--- src/rtl/lbist_scheduler.sv ---
// lbist_scheduler
// Schedules logic-BIST runs on an external LBIST engine and keeps run status.
// A run starts from a one-shot start pulse or from the periodic interval
// counter. The request is handed to the engine over a valid/ready pair, the
// per-seed pass mask comes back over a second valid/ready pair, and the
// result is folded into the status registers.
//
// Ports
//   clk            single clock
//   reset          synchronous, active-low reset
//   start          one-shot run request (ignored while a run is in flight)
//   auto_en        enables periodic runs
//   cfg_period     idle cycles between periodic runs
//   cfg_thresh     fail count at which alarm sets (0 disables the alarm)
//   clear          clears fail_mask, run_count, fail_count and alarm
//   lbist_req_val  request to the engine
//   lbist_req_rdy  engine accepts the request
//   lbist_resp_val engine result valid
//   lbist_resp_msg engine per-seed pass mask (1 = seed matched)
//   lbist_resp_rdy scheduler accepts the result
//   busy           run in flight
//   last_mask      mask from the most recent run
//   fail_mask      sticky OR of failing seeds
//   run_count      completed runs (saturating)
//   fail_count     runs with at least one failing seed (saturating)
//   alarm          sticky fail-threshold flag
module lbist_scheduler #(
    parameter int NUM_SEEDS   = 11,
    parameter int PERIOD_BITS = 16,
    parameter int CNT_BITS    = 8
) (
    input  logic                   clk,
    input  logic                   reset,
    input  logic                   start,
    input  logic                   auto_en,
    input  logic [PERIOD_BITS-1:0] cfg_period,
    input  logic [CNT_BITS-1:0]    cfg_thresh,
    input  logic                   clear,
    output logic                   lbist_req_val,
    input  logic                   lbist_req_rdy,
    input  logic                   lbist_resp_val,
    input  logic [NUM_SEEDS-1:0]   lbist_resp_msg,
    output logic                   lbist_resp_rdy,
    output logic                   busy,
    output logic [NUM_SEEDS-1:0]   last_mask,
    output logic [NUM_SEEDS-1:0]   fail_mask,
    output logic [CNT_BITS-1:0]    run_count,
    output logic [CNT_BITS-1:0]    fail_count,
    output logic                   alarm
);

    typedef enum logic [1:0] {IDLE, REQ, RESP} state_t;

    localparam logic [NUM_SEEDS-1:0] ALL_PASS = '1;
    localparam logic [CNT_BITS-1:0]  CNT_MAX  = '1;

    state_t                 state;
    state_t                 state_nxt;
    logic [PERIOD_BITS-1:0] intv_cnt;
    logic                   trigger;
    logic                   resp_hs;

    logic [NUM_SEEDS-1:0]   last_mask_nxt;
    logic [NUM_SEEDS-1:0]   fail_mask_nxt;
    logic [CNT_BITS-1:0]    run_count_nxt;
    logic [CNT_BITS-1:0]    fail_count_nxt;
    logic                   alarm_nxt;

    function automatic logic [CNT_BITS-1:0] sat_inc(input logic [CNT_BITS-1:0] v);
        return (v == CNT_MAX) ? v : v + 1'b1;
    endfunction

    assign trigger = (state == IDLE) && auto_en && (intv_cnt == '0);
    assign resp_hs = lbist_resp_val && lbist_resp_rdy;

    // State register
    always_ff @(posedge clk) begin
        if (!reset) begin
            state <= IDLE;
        end else begin
            state <= state_nxt;
        end
    end

    always_comb begin
        state_nxt      = state;
        lbist_req_val  = 1'b0;
        lbist_resp_rdy = 1'b0;
        busy           = 1'b0;
        case (state)
            IDLE: begin
                if (start || trigger) begin
                    state_nxt = REQ;
                end
            end
            REQ: begin
                lbist_req_val = 1'b1;
                busy          = 1'b1;
                if (lbist_req_rdy) begin
                    state_nxt = RESP;
                end
            end
            RESP: begin
                lbist_resp_rdy = 1'b1;
                busy           = 1'b1;
                if (lbist_resp_val) begin
                    state_nxt = IDLE;
                end
            end
            default: state_nxt = IDLE;
        endcase
    end

    // Interval counter: holds at zero through a run it triggered and is
    // reloaded once the run's result has been taken.
    always_ff @(posedge clk) begin
        if (!reset || !auto_en || resp_hs) begin
            intv_cnt <= cfg_period;
        end else if (state == IDLE && intv_cnt != '0) begin
            intv_cnt <= intv_cnt - 1'b1;
        end
    end

    // Status update: clear is applied before a coincident result is folded in
    always_comb begin
        last_mask_nxt  = last_mask;
        fail_mask_nxt  = clear ? '0 : fail_mask;
        run_count_nxt  = clear ? '0 : run_count;
        fail_count_nxt = clear ? '0 : fail_count;
        alarm_nxt      = clear ? 1'b0 : alarm;
        if (resp_hs) begin
            last_mask_nxt = lbist_resp_msg;
            fail_mask_nxt = fail_mask_nxt | ~lbist_resp_msg;
            run_count_nxt = sat_inc(run_count_nxt);
            if (lbist_resp_msg != ALL_PASS) begin
                fail_count_nxt = sat_inc(fail_count_nxt);
            end
            if (cfg_thresh != '0 && fail_count_nxt >= cfg_thresh) begin
                alarm_nxt = 1'b1;
            end
        end
    end

    always_ff @(posedge clk) begin
        if (!reset) begin
            last_mask  <= ALL_PASS;
            fail_mask  <= '0;
            run_count  <= '0;
            fail_count <= '0;
            alarm      <= 1'b0;
        end else begin
            last_mask  <= last_mask_nxt;
            fail_mask  <= fail_mask_nxt;
            run_count  <= run_count_nxt;
            fail_count <= fail_count_nxt;
            alarm      <= alarm_nxt;
        end
    end

endmodule

--- config.mk ---
export PLATFORM = sky130hd
export DESIGN_NAME = lbist_scheduler
export DESIGN_NICKNAME = d
export VERILOG_FILES = /design/src/rtl/lbist_scheduler.sv
export SDC_FILE = /design/constraint.sdc
export NUM_CORES = 1
export LEC_CHECK = 0
export ABC_AREA = 1
export CELL_PAD_IN_SITES_DETAIL_PLACEMENT = 1
export CELL_PAD_IN_SITES_GLOBAL_PLACEMENT = 1
export CORE_ASPECT_RATIO = 1.75
export CORE_UTILIZATION = 31
export CTS_CLUSTER_SIZE = 14
export DETAILED_ROUTE_END_ITERATION = 12
export GPL_ROUTABILITY_DRIVEN = 0
export PLACE_DENSITY_LB_ADDON = 0.1
export SLEW_MARGIN = 10
export SYNTH_ARGS = -nofsm -noshare
export SYNTH_HDL_FRONTEND = slang
export SYNTH_SLANG_ARGS = --single-unit
--- constraint.sdc ---
create_clock -name clk -period 2.35 [get_ports clk]
set_input_delay 0.3525 -clock clk [delete_from_list [all_inputs] [get_ports clk]]
set_output_delay 0.3525 -clock clk [all_outputs]
set_load 0.05 [all_outputs]
==> summary.md, run 1 <==
| Metric | Value |
|---|---|
| Clk buf depth | `2` |
| Final WL | `approximately 11 mm` |
| Synthesis-to-layout area growth | `53.42%` |
| Tcrit/Tclk final | `0.9683` |
| Slew headroom | `0.3948` |
| GRT Total Usage | `0.2040` |
| Layout net count | `between 600 and 700` |
| Delay-heaviest family, CP | `simple AND/OR/NAND/NOR gates` |
| Cell Count, Final, Fillers Out | `between 700 and 800` |
| WS Path Type | `in2reg` |
| P per Cell Area | `approximately 700 nW/um2` |
| Synth warnings | `0` |
| Diode count | `0` |
| Fin. Hold Viols | `0` |
| Antenna viol nets, final | `0` |
| Crit. Startpoint | `clear` |
| CP Buf/Inv Count | `5` |
| Die area | `about 11000 um2` |
| Highest Clock Rate | `between 0.4 and 0.5 GHz` |
| R2r worst-path depth | `16` |
| Worst-path cell chain | `clkdlybuf4s15_1 > buf_6 > nor2_2 > nand2_1 > nor2_2 > nand2_4 > nand2_4 > inv_2 > nand2_1 > nand2_2 > inv_2 > ha_4 > nand2_1 > inv_1 > nor3_2 > nand3_1 > nand2_1 > a21oi_1` |
| Clock latency on the worst-skew pair | `approximately 0.33 ns` |
| RR Endpoint | `alarm` |
| Num rows | `around 50` |
| Max-Cap Viols | `0` |
| Post-synth cell types | `34` |
| Inserted Clock Buffers | `9` |
| CP max-delay cell | `clkdlybuf4s15_1` |
| WL/cell | `approximately 16 um` |
| IO buf count | `83` |
| WP depth | `18` |
| Register area share after synthesis | `0.3957` |
| TritonRoute pass-1 iters | `4` |
| Final Util | `0.4898` |
| Vias | `around 3600` |
| Slew @ Worst Pin | `about 0.91 ns` |
| Clk root buf | `clkbuf_16` |
| CP Capture Type | `register` |
| Worst Setup Start Kind | `input port` |
| Leading area contributor after synthesis | `dfxtp_1` |
| CTS H-tree depth | `3` |
| Post-placement cell count | `between 700 and 800` |
| Dpl hpwl | `around 8.4 mm` |
| Outcome | `finished, final reports clean` |
| Die W | `79.86 um` |
| Final Max Slew Viols | `0` |
| Asr flop ratio synth | `0` |
| Setup_tns | `0 ns` |
| CTS Sinks | `57` |
| CP Max Fanout | `8` |
| Initial core utilization | `0.3192` |
| CORE AREA | `10300 um2` |
| Crit path DAT | `~2.5 ns` |
| Most frequent CP cell | `nand2_1` |
| Io pins | `84` |
| Synth Flop Type | `dfxtp_1` |
| Peak VDD IR | `between 0.3 and 0.4 mV` |
| Vias in the first global route | `3744` |
| Layout cells sized above 1 | `0.2080` |
| Hold Buf Count CTS | `0` |
| Final setup violation count | `0` |
| CTS tree | `done` |
| Post-layout min period | `2.275 ns` |
| #FFs+latches synth | `between 50 and 60` |
| Initial antenna violation count | `0` |
| Leak Pwr | `about 2.2 nW` |
| Syn Inst Count | `469` |
| Via/cell ratio | `~4.9` |
| Remaining global-route overflow | `0` |
| Mapped cell area | `approximately 3300 um2` |
| Hold path startpoint | `fail_mask[10]` |
| R2R Path Start | `fail_count[1]` |
| Largest net degree at the start of global routing | `26` |
| Avg Cell Area, Syn | `7.011 um2` |
| Top post-synthesis cells by area | `dfxtp_1, edfxtp_1, nand2_1, inv_1, ha_1` |
| Global-route wire length before repair | `17.26 mm` |
| Die H | `between 100 and 150 um` |
| Worst reg2reg setup slack | `roughly 0.10 ns` |
| Net Count, Synth | `roughly 530` |
| CTS clk-pin slew, worst paths | `0.06 ns` |
| DRC violations left | `0` |
| HP Class | `reg2reg` |
| Critical Path Max Stage Delay | `about 0.30 ns` |
| Post-synth EDFFs | `16` |
| Number of DRC markers in iteration 0 | `71` |
| Worst EP required | `2.56 ns` |
| Worst Skew | `a little over 0.004 ns` |
| Share of the synthesized area in the top cell type | `0.2496` |
| Worst setup path end | `alarm` |
-- worst min path at each step --
stage                     cells past startpoint  slack, ns             to
after floorplan                               2       0.46       state[1]
after CTS                                     2       0.47   fail_mask[4]
final                                         2       0.47  fail_mask[10]
after detailed placement                      2       0.46   fail_mask[4]
after global routing                          2       0.49   fail_mask[4]
after global placement                        2       0.45   fail_mask[6]
-- registers in the layout, indices dropped and copies added, names as in the netlist --
register and cells:
alarm 1, fail_count 8, state 2, run_count 8, intv_cnt 16, last_mask 11
fail_mask 11
-- timing repair --
item | in CTS | in global routing
setup buffers | 0 | 3
resized for setup | 6 | 42
pin swaps | 0 | 18
cloned | 0 | 0
setup endpoints to repair | 1 | 1
hold endpoints to repair | 0 | 0
-- where the power goes --
group          switching [mW]  internal [mW]  leakage [nW]  total, mW
combinational           0.591          0.350          1.53      0.941
clock                   0.493          0.830         0.152       1.32
sequential             0.0734           1.13         0.501       1.21
total                    1.16           2.31          2.18       3.47
-- layout make-up --
type / instances / area [um2]
Fill cell: 1294 / 5255
Sequential cell: 57 / 1304
Clock buffer: 9 / 225.2
Multi-Input combinational cell: 329 / 1836
Inverter: 70 / 262.8
Clock inverter: 7 / 75.07
Timing Repair Buffer: 129 / 1184
Tap cell: 127 / 158.9
-- synthesized netlist by cell type (3+ instances only) --
| master | count |
|---|---|
| a21oi_1 | 30 |
| a31oi_1 | 8 |
| buf_2 | 3 |
| clkbuf_1 | 6 |
| clkinv_1 | 3 |
| dfxtp_1 | 41 |
| edfxtp_1 | 16 |
| ha_1 | 14 |
| inv_1 | 66 |
| nand2_1 | 121 |
| nand3_1 | 24 |
| nand3_2 | 4 |
| nand4_1 | 6 |
| nor2_1 | 45 |
| nor2_2 | 8 |
| nor3_1 | 7 |
| o21ai_0 | 35 |
| or2_2 | 8 |
| xor2_1 | 6 |
-- cells in the final DEF, fill, tap and decap left out, types with 2 or more instances in the layout --
cell | Yosys | routed
nor3_2 | 1 | 4
nand2_1 | 121 | 114
inv_2 | 1 | 6
a21oi_1 | 30 | 28
nand3_1 | 24 | 22
nor2_2 | 8 | 11
clkinv_1 | 3 | 3
o21ai_0 | 35 | 31
ha_1 | 14 | 9
buf_6 | 2 | 2
a31oi_1 | 8 | 8
inv_4 | 0 | 3
inv_1 | 66 | 61
nand2_4 | 0 | 3
clkbuf_16 | 0 | 9
inv_6 | 0 | 2
o21ai_1 | 2 | 3
edfxtp_1 | 16 | 16
nor2_1 | 45 | 39
buf_4 | 0 | 44
ha_4 | 0 | 5
nand2_2 | 2 | 6
xor2_1 | 6 | 6
a21oi_2 | 1 | 3
o21ai_2 | 1 | 4
nand3_2 | 4 | 6
nor2_4 | 1 | 4
clkdlybuf4s50_1 | 0 | 82
dfxtp_2 | 0 | 2
dfxtp_1 | 41 | 39
nand4_1 | 6 | 6
nor3_1 | 7 | 3
or2_2 | 8 | 8
-- layer usage --
metal / up-vias / GRT usage / routed length (um) / share of wire
li1: 1758 / - / - / -
met1: 1718 / 0.1874 / 4000 / 0.35
met2: 65 / 0.4157 / 6698 / 0.59
met3: 20 / 0.03102 / 284 / 0.025
met4: 0 / 0.08647 / 302 / 0.027
met5: - / 0 / 0 / 0
-- worst register-to-register path, cell delays in order (launching register included) --
cell	delay, ns
dfxtp_2	0.33
inv_1	0.07
nor2_2	0.15
ha_4	0.18
nand2_4	0.07
nor2_4	0.13
xor2_1	0.17
nand3_1	0.10
nand2_1	0.12
inv_2	0.07
ha_4	0.25
nand2_1	0.05
nor2_2	0.12
nand4_1	0.11
nand3_1	0.08
nand2_1	0.05
a21oi_1	0.13
-- cell families (layout without fill, tap and decap cells) --
kind of cell               count (synthesis)  count (layout)  synth area share
and+or+nand+nor                          230             230            0.3071
buffers and inverters                     83             215            0.1008
DFF                                       57              57            0.3957
AOI/OAI and AO/OA                         78              78            0.1244
adders and majority gates                 14              14           0.05327
xor gates and xnor gates                   7               7           0.01865
-- per-stage QoR --
stage	hold WS [ns]	area (um2)	total power, mW	worst slack (ns)
global route	0.4885	5045	3.646	-0.1024
global placement	0.4540	4538	2.120	-0.4689
finish	0.4655	5045	3.470	0.07460
detailed placement	0.4606	4538	2.143	-0.5136
CTS	0.4694	4850	3.492	0.01011
floorplan	0.4558	3294	1.784	-0.06728
(Power assumes the default switching activity.)
==> run 2, diff against run 1 <==
Settings changed: SKIP_CTS_REPAIR_TIMING set to 1.
==> run 2 against run 1 <==
Clock skew hardly changed. Combinational power barely moved. Cell area fell by 0.27%. Fmax shrank 1.3%. Sequential cell count did not move. Final cell count is the same. Total power barely moved. Non-clock buffer count unchanged. Core utilization decreased by 0.13 points. Via count shrank 0.14%. Highest routed layer unchanged.
==> summary.md, run 2 (synthesis gave the netlist of run 1 again) <==
| Metric | Value |
|---|---|
| Met2 Use GR | `0.4152 (-0.0004498)` |
| Reg with most FFs | `intv_cnt` |
| CTS clk-pin slew, worst paths | `0.06 ns (about the same)` |
| Setup slack after layout | `0.04468 ns (-0.02991 ns)` |
| Cell Count, Final, Fillers Out | `728 (unchanged)` |
| CP max-delay cell | `dfxtp_2` |
| Biggest registers after layout | `intv_cnt (16), fail_mask (11), last_mask (11)` |
| Final Max Slew Viols | `0 (unchanged)` |
| Post-layout min period | `2.305 ns (+0.02991 ns)` |
| Num rows | `49 (unchanged)` |
| Die area | `11040 um2 (unchanged)` |
| Remaining global-route overflow | `0 (unchanged)` |
| Commonest cells after routing, fill and taps aside | `nand2_1, clkdlybuf4s50_1, inv_1` |
| Layout cells sized above 1 | `0.2013 (-0.006656)` |
| Final setup violation count | `0 (unchanged)` |
| Reg area | `1304 um2 (unchanged)` |
| WL/cell | `15.53 um (+0.20%)` |
| Clock share of power | `0.382 (about the same)` |
| Fillers | `1300 (+0.46%)` |
| Worst Setup Start Kind | `register` |
| Vias in the first global route | `3737 (-0.19%)` |
| Switching power | `1.155 mW (-0.21%)` |
| P per Cell Area | `689.2 nW/um2 (+0.19%)` |
| Outcome | `finished, final reports clean` |
| CP Capture Type | `register` |
| DRC violations left | `0 (unchanged)` |
| Peak VDD IR | `0.3911 mV (-0.34%)` |
| CTS H-tree depth | `3 (unchanged)` |
| Worst-path cell chain | `inv_1 > nor2_2 > ha_4 > nand2_4 > nor2_4 > xor2_1 > nand3_1 > nand2_1 > inv_2 > ha_4 > nand2_1 > nor2_2 > nand4_1 > nand3_1 > nand2_1 > a21oi_1` |
| WS Path Type | `reg2reg` |
| CP Max Fanout | `2 (-6)` |
| Commonest non-fill, non-tap cell in the layout | `nand2_1` |
| Highest Clock Rate | `0.4338 GHz (-1.3%)` |
| Clock latency on the worst-skew pair | `0.33 ns (about the same)` |
| Tcrit/Tclk final | `0.9810 (+0.01273)` |
| Final WL | `11.31 mm (+0.20%)` |
| GRT Total Usage | `0.2040 (unchanged)` |
| Layout net count | `652 (unchanged)` |
| Placed Instance Area | `4538 um2 (unchanged)` |
| Max-Cap Viols | `0 (unchanged)` |
| Most frequent CP cell | `nand2_1` |
| Area of the multi-input gates | `1823 um2 (-0.68%)` |
| Final Util | `0.4885 (-0.001336)` |
| Clk buf depth | `2 (unchanged)` |
| Inserted Clock Buffers | `9 (unchanged)` |
| Finished Cell Area | `5031 um2 (-0.27%)` |
| M3 GR Usage | `0.03102 (unchanged)` |
| Synthesis-to-layout area growth | `53.01%` |
| Sw frac | `0.3332 (-0.0004151)` |
| Vias | `3556 (-0.14%)` |
| IO buf count | `83 (unchanged)` |
| Initial antenna violation count | `0 (unchanged)` |
| Clk root buf | `clkbuf_16` |
| Logic pwr share | `0.271 (about the same)` |
| TritonRoute pass-1 iters | `4 (unchanged)` |
| Leak Pwr | `2.187 nW (+0.34%)` |
| Antenna viol nets, final | `0 (unchanged)` |
| Setup_tns | `0 ns (unchanged)` |
| Die W | `79.86 um (unchanged)` |
| Pre-CTS setup slack | `-0.5136 ns (unchanged)` |
| Initial core utilization | `0.3192 (unchanged)` |
| CTS Sinks | `57 (unchanged)` |
| Worst EP required | `2.61 ns (+0.05 ns)` |
| CORE AREA | `10300 um2 (unchanged)` |
| HP Class | `reg2reg` |
| Die H | `138.2 um (unchanged)` |
| Io pins | `84 (unchanged)` |
| Sequential Power Share | `0.347 (about the same)` |
| Fin. Hold Viols | `0 (unchanged)` |
| Post-placement cell count | `709 (unchanged)` |
| Via/cell ratio | `4.885 (-0.14%)` |
| Dpl hpwl | `8.438 mm (unchanged)` |
| Largest net degree at the start of global routing | `26 (unchanged)` |
| Slew headroom | `0.3944 (about the same)` |
| Max reg flops | `16 (unchanged)` |
| Total power | `3.467 mW (about the same)` |
| Slew @ Worst Pin | `0.9083 ns (+0.0005743 ns)` |
| Int Pwr | `2.312 mW (about the same)` |
| Crit path DAT | `2.56 ns (+0.08 ns)` |
| Critical Path Max Stage Delay | `0.33 ns (+0.03 ns)` |
| GRT busiest layer | `met2` |
| Global-route wire length before repair | `17.26 mm (unchanged)` |
| CTS tree | `done` |
| Worst Skew | `0.004219 ns (+0.00009007 ns)` |
| Number of DRC markers in iteration 0 | `72 (+1.4%)` |
| WHS | `0.4656 ns (+0.00003600 ns)` |
| Met1 Use GR | `0.1879 (+0.0004102)` |
| Diode count | `0 (unchanged)` |
-- run 2: cell count changes in the layout (fill, tap and decap cells not counted), sizes merged --
cell	previous run	this run
clkdlybuf4s15	1	0
dlymetal6s2s	0	1
-- run 2: layout make-up --
class / instances / share of cell area
clock buffers: 9 / 0.04476
clock inverters: 7 / 0.01492
inverters: 70 / 0.05223
multi-input cells: 329 / 0.3623
flip-flops and latches: 57 / 0.2591
well taps: 127 / 0.03158
repair buffers: 129 / 0.2350
-- run 2: worst paths after layout --
kind	slack [ns]	cells past startpoint	endpoint	startpoint
hold reg to reg	0.47	2	fail_mask[10]	fail_mask[10]
setup / recovery	0.04	16	alarm	fail_count[1]
setup reg to reg	0.04	16	alarm	fail_count[1]
hold / removal	0.47	2	fail_mask[10]	fail_mask[10]
-- run 2: worst max-delay path, delay by kind of cell, from the launching register on --
family / cells / cell delay (ns)
XOR/XNOR: 1 / 0.17
AND/OR/NAND/NOR: 10 / 1.00
buffers and inverters: 2 / 0.15
adder cells (fa/ha/maj): 2 / 0.44
flip-flops: 1 / 0.33
AO/OA/AOI/OAI: 1 / 0.13
-- run 2: metal layers --
metal	vias up	part of all wire
li1	1762	-
met1	1717	0.35
met2	57	0.60
met3	20	0.025
met4	0	0.029
met5	-	0
-- run 2: power by group through the flow --
| stage | Combinational, mW | Sequential (mW) | Clock [mW] |
|---|---|---|---|
| after global placement | 0.902 | 1.22 | 0 |
| after floorplan | 0.463 | 1.32 | 0 |
| after detailed placement | 0.918 | 1.23 | 0 |
| after CTS | 0.925 | 1.20 | 1.36 |
| after global routing | 1.02 | 1.22 | 1.40 |
| final | 0.939 | 1.20 | 1.32 |
